## config.mk

```make
export PLATFORM = sky130hd
export DESIGN_NAME = interrupt_controller_flat
export DESIGN_NICKNAME = d
export VERILOG_FILES = /design/src/rtl/interrupt_controller_if.sv /design/src/rtl/interrupt_controller.sv /design/src/flat_wrapper.sv
export SDC_FILE = /design/constraint.sdc
export NUM_CORES = 1
export LEC_CHECK = 0
export ABC_AREA = 0
export CORE_ASPECT_RATIO = 1.25
export CORE_UTILIZATION = 46
export CTS_CLUSTER_SIZE = 14
export DETAILED_ROUTE_END_ITERATION = 8
export GPL_ROUTABILITY_DRIVEN = 0
export PLACE_DENSITY = 0.91
export SYNTH_ARGS = -nofsm -noshare
export SYNTH_HDL_FRONTEND = slang
export SYNTH_SLANG_ARGS = --single-unit
```

## constraint.sdc

```tcl
create_clock -name clk -period 3.06 [get_ports clk]
set_input_delay 0.612 -clock clk [delete_from_list [all_inputs] [get_ports clk]]
set_output_delay 0.612 -clock clk [all_outputs]
set_load 0.05 [all_outputs]
```

## src/rtl/interrupt_controller_if.sv

```systemverilog
// CPU-side bus bundle for interrupt_controller: IACK decode inputs and the IPL and
// bus-termination outputs. The CPU (or a bench) uses master; the controller uses slave.
interface interrupt_controller_if;
    logic       cpu_as_n;
    logic [2:0] cpu_fc;
    logic [3:0] cpu_a_hi;
    logic [2:0] cpu_a_lvl;
    logic [2:0] ipl_n;
    logic       vpa_n;
    logic       dtack_n;
    logic       berr_n;
    logic       vec_oe;
    logic [7:0] vec;

    modport master (
        output cpu_as_n, cpu_fc, cpu_a_hi, cpu_a_lvl,
        input  ipl_n, vpa_n, dtack_n, berr_n, vec_oe, vec
    );

    modport slave (
        input  cpu_as_n, cpu_fc, cpu_a_hi, cpu_a_lvl,
        output ipl_n, vpa_n, dtack_n, berr_n, vec_oe, vec
    );
endinterface

```

## src/rtl/interrupt_controller.sv

```systemverilog
// 68000 interrupt controller: synchronizes/latches seven IRQ lines, drives encoded IPL and
// terminates IACK cycles. Define INTCTRL_VECTOR_EN for vectored (DTACK + vector) responses.
module interrupt_controller #(
    parameter logic [6:0] EDGE_MASK   = 7'b1000000,
    parameter logic [7:0] VECTOR_BASE = 8'h40
) (
    input  logic                   clk,
    input  logic                   reset,
    input  logic [6:0]             irq_n,
    input  logic [6:0]             irq_en,
    interrupt_controller_if.slave  bus
);

`ifdef INTCTRL_VECTOR_EN
    localparam logic VEC_MODE = 1'b1;
`else
    localparam logic VEC_MODE = 1'b0;
`endif

    typedef enum logic [1:0] {
        ST_IDLE = 2'd0,
        ST_RESP = 2'd1,
        ST_SPUR = 2'd2
    } state_t;

    state_t     r_state;
    logic [6:0] r_irq_m;
    logic [6:0] r_s_irq;
    logic [6:0] r_s_irq_d;
    logic       r_as_m;
    logic       r_s_as;
    logic       r_s_as_d;
    logic [6:0] r_pend;
    logic [2:0] r_ipl_n;
    logic       r_vpa_n;
    logic       r_dtack_n;
    logic       r_berr_n;
    logic       r_vec_oe;
    logic [7:0] r_vec;

    logic [6:0] w_act;
    logic [7:0] w_act_ext;
    logic [7:0] w_lvl_dec;
    logic       w_iack;
    logic       w_hit;
    logic       w_take;
    logic [6:0] w_set;
    logic [6:0] w_clr;
    logic [7:0] w_vec;

    // Highest active level wins; encoded active-low, 3'b111 when nothing is active.
    function automatic logic [2:0] f_encode(input logic [6:0] a);
        logic [2:0] lvl;
        lvl = 3'd0;
        for (int i = 0; i < 7; i++) begin
            if (a[i]) lvl = 3'(i + 1);
        end
        return ~lvl;
    endfunction

    assign w_act     = r_pend & irq_en;
    assign w_act_ext = {w_act, 1'b0};
    assign w_lvl_dec = 8'b1 << bus.cpu_a_lvl;
    assign w_iack    = r_s_as_d && !r_s_as && (bus.cpu_fc == 3'b111) && (bus.cpu_a_hi == 4'hF);
    assign w_hit     = w_act_ext[bus.cpu_a_lvl];
    assign w_take    = (r_state == ST_IDLE) && w_iack && w_hit;
    assign w_set     = r_s_irq_d & ~r_s_irq & EDGE_MASK;
    assign w_clr     = w_take ? (w_lvl_dec[7:1] & EDGE_MASK) : 7'b0;
    assign w_vec     = VECTOR_BASE + {5'b0, bus.cpu_a_lvl};

    // Synchronizers, pending latch and IPL encoder
    always_ff @(posedge clk) begin
        if (reset) begin
            r_irq_m   <= 7'h7F;
            r_s_irq   <= 7'h7F;
            r_s_irq_d <= 7'h7F;
            r_as_m    <= 1'b1;
            r_s_as    <= 1'b1;
            r_s_as_d  <= 1'b1;
            r_pend    <= 7'b0;
            r_ipl_n   <= 3'b111;
        end else begin
            r_irq_m   <= irq_n;
            r_s_irq   <= r_irq_m;
            r_s_irq_d <= r_s_irq;
            r_as_m    <= bus.cpu_as_n;
            r_s_as    <= r_as_m;
            r_s_as_d  <= r_s_as;
            // Set is ORed after the clear so a new edge in the acknowledge cycle survives.
            r_pend    <= (~r_s_irq & ~EDGE_MASK)
                       | (((r_pend & ~w_clr) | w_set) & EDGE_MASK);
            r_ipl_n   <= f_encode(w_act);
        end
    end

    // IACK response FSM with registered bus-termination outputs
    always_ff @(posedge clk) begin
        if (reset) begin
            r_state   <= ST_IDLE;
            r_vpa_n   <= 1'b1;
            r_dtack_n <= 1'b1;
            r_berr_n  <= 1'b1;
            r_vec_oe  <= 1'b0;
            r_vec     <= 8'h00;
        end else begin
            case (r_state)
                ST_IDLE: begin
                    if (w_iack) begin
                        if (w_hit) begin
                            r_state   <= ST_RESP;
                            r_vpa_n   <= VEC_MODE;
                            r_dtack_n <= ~VEC_MODE;
                            r_vec_oe  <= VEC_MODE;
                            r_vec     <= VEC_MODE ? w_vec : 8'h00;
                        end else begin
                            r_state  <= ST_SPUR;
                            r_berr_n <= 1'b0;
                        end
                    end
                end
                ST_RESP, ST_SPUR: begin
                    if (r_s_as) begin
                        r_state   <= ST_IDLE;
                        r_vpa_n   <= 1'b1;
                        r_dtack_n <= 1'b1;
                        r_berr_n  <= 1'b1;
                        r_vec_oe  <= 1'b0;
                        r_vec     <= 8'h00;
                    end
                end
                default: begin
                    r_state <= ST_IDLE;
                end
            endcase
        end
    end

    assign bus.ipl_n   = r_ipl_n;
    assign bus.vpa_n   = r_vpa_n;
    assign bus.dtack_n = r_dtack_n;
    assign bus.berr_n  = r_berr_n;
    assign bus.vec_oe  = r_vec_oe;
    assign bus.vec     = r_vec;

endmodule

```

## src/flat_wrapper.sv

```systemverilog
// flat-port wrapper written by rule: the top's interface ports become plain ports
module interrupt_controller_flat 
#(
    parameter logic [6:0] EDGE_MASK   = 7'b1000000,
    parameter logic [7:0] VECTOR_BASE = 8'h40
)
  (clk, reset, irq_n, irq_en, bus_cpu_as_n, bus_cpu_fc, bus_cpu_a_hi, bus_cpu_a_lvl, bus_ipl_n, bus_vpa_n, bus_dtack_n, bus_berr_n, bus_vec_oe, bus_vec);
  interrupt_controller_if bus_i ();
  input  logic clk;
  input  logic reset;
  input  logic [6:0] irq_n;
  input  logic [6:0] irq_en;
  input wire logic [$bits(bus_i.cpu_as_n)-1:0] bus_cpu_as_n;
  input wire logic [$bits(bus_i.cpu_fc)-1:0] bus_cpu_fc;
  input wire logic [$bits(bus_i.cpu_a_hi)-1:0] bus_cpu_a_hi;
  input wire logic [$bits(bus_i.cpu_a_lvl)-1:0] bus_cpu_a_lvl;
  output wire logic [$bits(bus_i.ipl_n)-1:0] bus_ipl_n;
  output wire logic [$bits(bus_i.vpa_n)-1:0] bus_vpa_n;
  output wire logic [$bits(bus_i.dtack_n)-1:0] bus_dtack_n;
  output wire logic [$bits(bus_i.berr_n)-1:0] bus_berr_n;
  output wire logic [$bits(bus_i.vec_oe)-1:0] bus_vec_oe;
  output wire logic [$bits(bus_i.vec)-1:0] bus_vec;
  assign bus_i.cpu_as_n = bus_cpu_as_n;
  assign bus_i.cpu_fc = bus_cpu_fc;
  assign bus_i.cpu_a_hi = bus_cpu_a_hi;
  assign bus_i.cpu_a_lvl = bus_cpu_a_lvl;
  assign bus_ipl_n = bus_i.ipl_n;
  assign bus_vpa_n = bus_i.vpa_n;
  assign bus_dtack_n = bus_i.dtack_n;
  assign bus_berr_n = bus_i.berr_n;
  assign bus_vec_oe = bus_i.vec_oe;
  assign bus_vec = bus_i.vec;
  interrupt_controller #(.EDGE_MASK(EDGE_MASK), .VECTOR_BASE(VECTOR_BASE)) u_core (.clk(clk), .reset(reset), .irq_n(irq_n), .irq_en(irq_en), .bus(bus_i));
endmodule
```

==> summary.md <==
| Metric | Value |
|---|---|
| Io pins | 42 |
| DP Cell Count | 182 |
| Kind of critical path | input pin to flop |
| Clk Latency, worst-skew pair | 0.30 ns |
| Dpl cell area | 1490 µm² |
| Critical Path Start Type | input pin |
| Vias | 885 |
| Yosys cell types | 28 |
| Final instance area | 1530 µm² |
| Worst slew pin tran | 0.507 ns |
| Crit Path Max Fanout | 3 |
| Initial Utilization | 0.488 |
| First-pass GRT wire length | 3.24 mm |
| Worst relative slew slack | 0.661 |
| Flop pwr share | 0.590 |
| Reg clk slew, reported paths | 0.09 ns |
| Met2 routed WL | 1.13 mm |
| Post-synthesis cell area | 1180 µm² |
| Post-cts resize count | 0 |
| Detailed Place HPWL | 1.62 mm |
| Clock Power Share | 0.274 |
| Psw | 0.000175 W |
| Via density | 4.68 |
| Port Buf Inserts | 31 |
| Pwr Density | 481 nW/µm² |
| Site Rows | 20 |
| Post-Syn Instances | 122 |
| CTS sink count | 32 |
| Vias in the first global route | 821 |
| Sw frac | 0.238 |
| Max_cap viols | 0 |
| Uppermost layer routed | met4 |
| Setup tns final | 0 ns |
| First DRT Iteration DRCs | 12 |
| Lkg Pwr | 0.619 nW |
| Logic pwr share | 0.136 |
| Worst endpoint required time | 3.24 ns |
| CTS root buf | clkbuf_4 |
| Fin crit share | 0.719 |
| Run status | completed |
| DRC | 0 |
| Wirelength, routed | 2.06 mm |
| Post-synthesis sequential area ratio | 0.541 |
| Final setup fails | 0 |
| # hold bufs at CTS | 0 |
| Worst Clk Skew | 0.0102 ns |
| CTS H-Tree Depth | 2 |
| Area delta synth->final | 29.5% |
| Core area | 2430 µm² |
| RSZ-0062 raised after global routing | no |
| Internal | 0.000563 W |
| GRT Residual Overflow | 0 |
| Routed len/inst | 10.9 µm |
| Met3 wire len | 124 µm |
| Fin. Hold Viols | 0 |
| Max stage delay on crit path | 0.51 ns |
| Pin count of the biggest net entering global routing | 19 |
| Share of cells above drive strength 1 | 0.179 |
| Worst Hold Slack | 0.377 ns |
| Post-Syn Area per Cell | 9.71 µm² |
| Crit path time final | 2.20 ns |
| Tot GR Track Use | 0.166 |
| Post-CTS setup buffers | 0 |
| ANT cells | 0 |
| Fmax | 454 MHz |
| TritonCTS clock tree | done |
| Yosys reg bits | 32 |
| CP cell instances | clkdlybuf4s50_1 > inv_1 > mux4_2 > a22o_1 > nor4_1 > nor2_1 |
| Hold Crit Class | flop to flop |
| Yosys warns | 0 |
| Drt first pass iters | 6 |
| Die X | 47.4 µm |
| Slowest CP cell | mux4_2 |
| Crit. End Element | flop |
| Initial antenna violation count | 0 |
| Post-layout nets | 184 |
| Remaining antenna violation count after routing | 0 |
| M1 wire length | 784 µm |
| Bufs on Longest Clock Path | 2 |
| Peak supply drop | 0.000382 V |
| Worst EP arrival | 2.38 ns |
| Die area | 2780 µm² |
| Post-Layout Cell Count | 189 |
| Die Ht | 58.7 µm |
| Max Slew Vio Count | 0 |
| Num CTS Buffers | 5 |
==> metal layers <==
| metal | vias to the layer above | GRT usage |
|---|---|---|
| met1 | 396 | 0.168 |
| met4 | 0 | 0.0694 |
| met3 | 2 | 0.0644 |
| met2 | 39 | 0.290 |
| met5 | - | 0 |
| li1 | 448 | - |
==> power by group through the flow <==
stage | combinational [W] | clock, W | sequential, W
detailed placement | 0.000100 | 0 | 0.000445
CTS | 0.000101 | 0.000209 | 0.000435
global placement | 0.0000980 | 0 | 0.000445
floorplan | 0.0000609 | 0 | 0.000450
finish | 0.000101 | 0.000202 | 0.000435
global route | 0.000108 | 0.000229 | 0.000437
==> flip-flops by register name, summed over array words and instances (netlist names) <==
| name | count |
|---|---|
| u_core.r_as_m | 1 |
| u_core.r_s_as_d | 1 |
| u_core.bus.vpa_n | 1 |
| u_core.r_state | 2 |
| u_core.r_s_irq | 7 |
| u_core.r_pend | 7 |
| u_core.r_irq_m | 7 |
| u_core.r_s_as | 1 |
| u_core.r_s_irq_d | 1 |
| u_core.bus.berr_n | 1 |
| u_core.bus.ipl_n | 3 |
==> layout by cell type (no fill, tap or decap), drive strengths merged <==
cell	n
a21o	3
a21oi	2
a22o	2
a31o	3
a32o	1
a41o	1
a41oi	1
and3	1
and3b	1
buf	1
clkbuf	6
clkdlybuf4s50	31
clkinv	1
conb	10
dfxtp	32
ha	1
inv	6
mux4	1
nand2	13
nand2b	3
nand3	1
nand4	1
nor2	9
nor4	1
o21ai	2
or2	19
or4	2
or4b	1
==> cells in the mapped netlist, drive strengths merged <==
library cell,number,area [µm²]
nand4,1,6.26
a21oi,2,10.0
or2,19,119
a21o,3,22.5
nand2b,3,18.8
ha,1,12.5
and3b,1,8.76
or4b,1,10.0
a31o,3,26.3
clkbuf,3,11.3
dfxtp,32,641
a22o,2,17.5
a41oi,1,8.76
and3,1,6.26
nor4,1,6.26
nand2,13,48.8
buf,10,75.1
nand3,1,5.00
conb,2,7.51
a41o,1,10.0
o21ai,2,10.0
a32o,1,10.0
inv,6,22.5
or4,2,15.0
mux4,1,22.5
nor2,9,33.8
==> layout make-up <==
type	count	area, µm²
clock buffers	6	41.3
clock inverters	1	5.00
fillers	203	893
inverters	6	22.5
multi-input cells	79	465
flip-flops and latches	32	641
well taps	33	41.3
repair buffers	32	318
==> kinds of logic after synthesis <==
kind of cell | count (synthesis) | share of synthesized area
simple gates | 52 | 0.234
flops | 32 | 0.541
buf+inv | 19 | 0.0919
compound gates | 15 | 0.0972
other cells | 2 | 0.00634
mux | 1 | 0.0190
fa+ha+maj | 1 | 0.0106
==> worst paths after layout <==
kind | startpoint | end | slack (ns) | depth (start not counted)
hold / removal | u_core.r_s_irq[2] | u_core.r_pend[2] | 0.38 | 1
setup reg to reg | u_core.r_state[1] | u_core.bus.vpa_n | 1.20 | 6
hold reg to reg | u_core.r_s_irq[2] | u_core.r_pend[2] | 0.38 | 1
setup / recovery | bus_cpu_a_lvl[0] | u_core.bus.vpa_n | 0.86 | 6
==> critical path: cells and delay by family <==
kind,cells,cell delay [ns]
AND/OR/NAND/NOR,2,0.43
buffers and inverters,2,0.56
AO/OA/AOI/OAI,1,0.27
multiplexers,1,0.51
==> metrics by stage <==
step           power [W]  utilization  setup WS, ns
2_1_floorplan   0.000511            -          1.11
3_3_place_gp    0.000543        0.613         0.619
3_5_place_dp    0.000546        0.613         0.532
4_1_cts         0.000745        0.632         0.853
5_1_grt         0.000775        0.632         0.800
6_report        0.000738        0.632         0.859
Power figures use the tool's default switching activity.
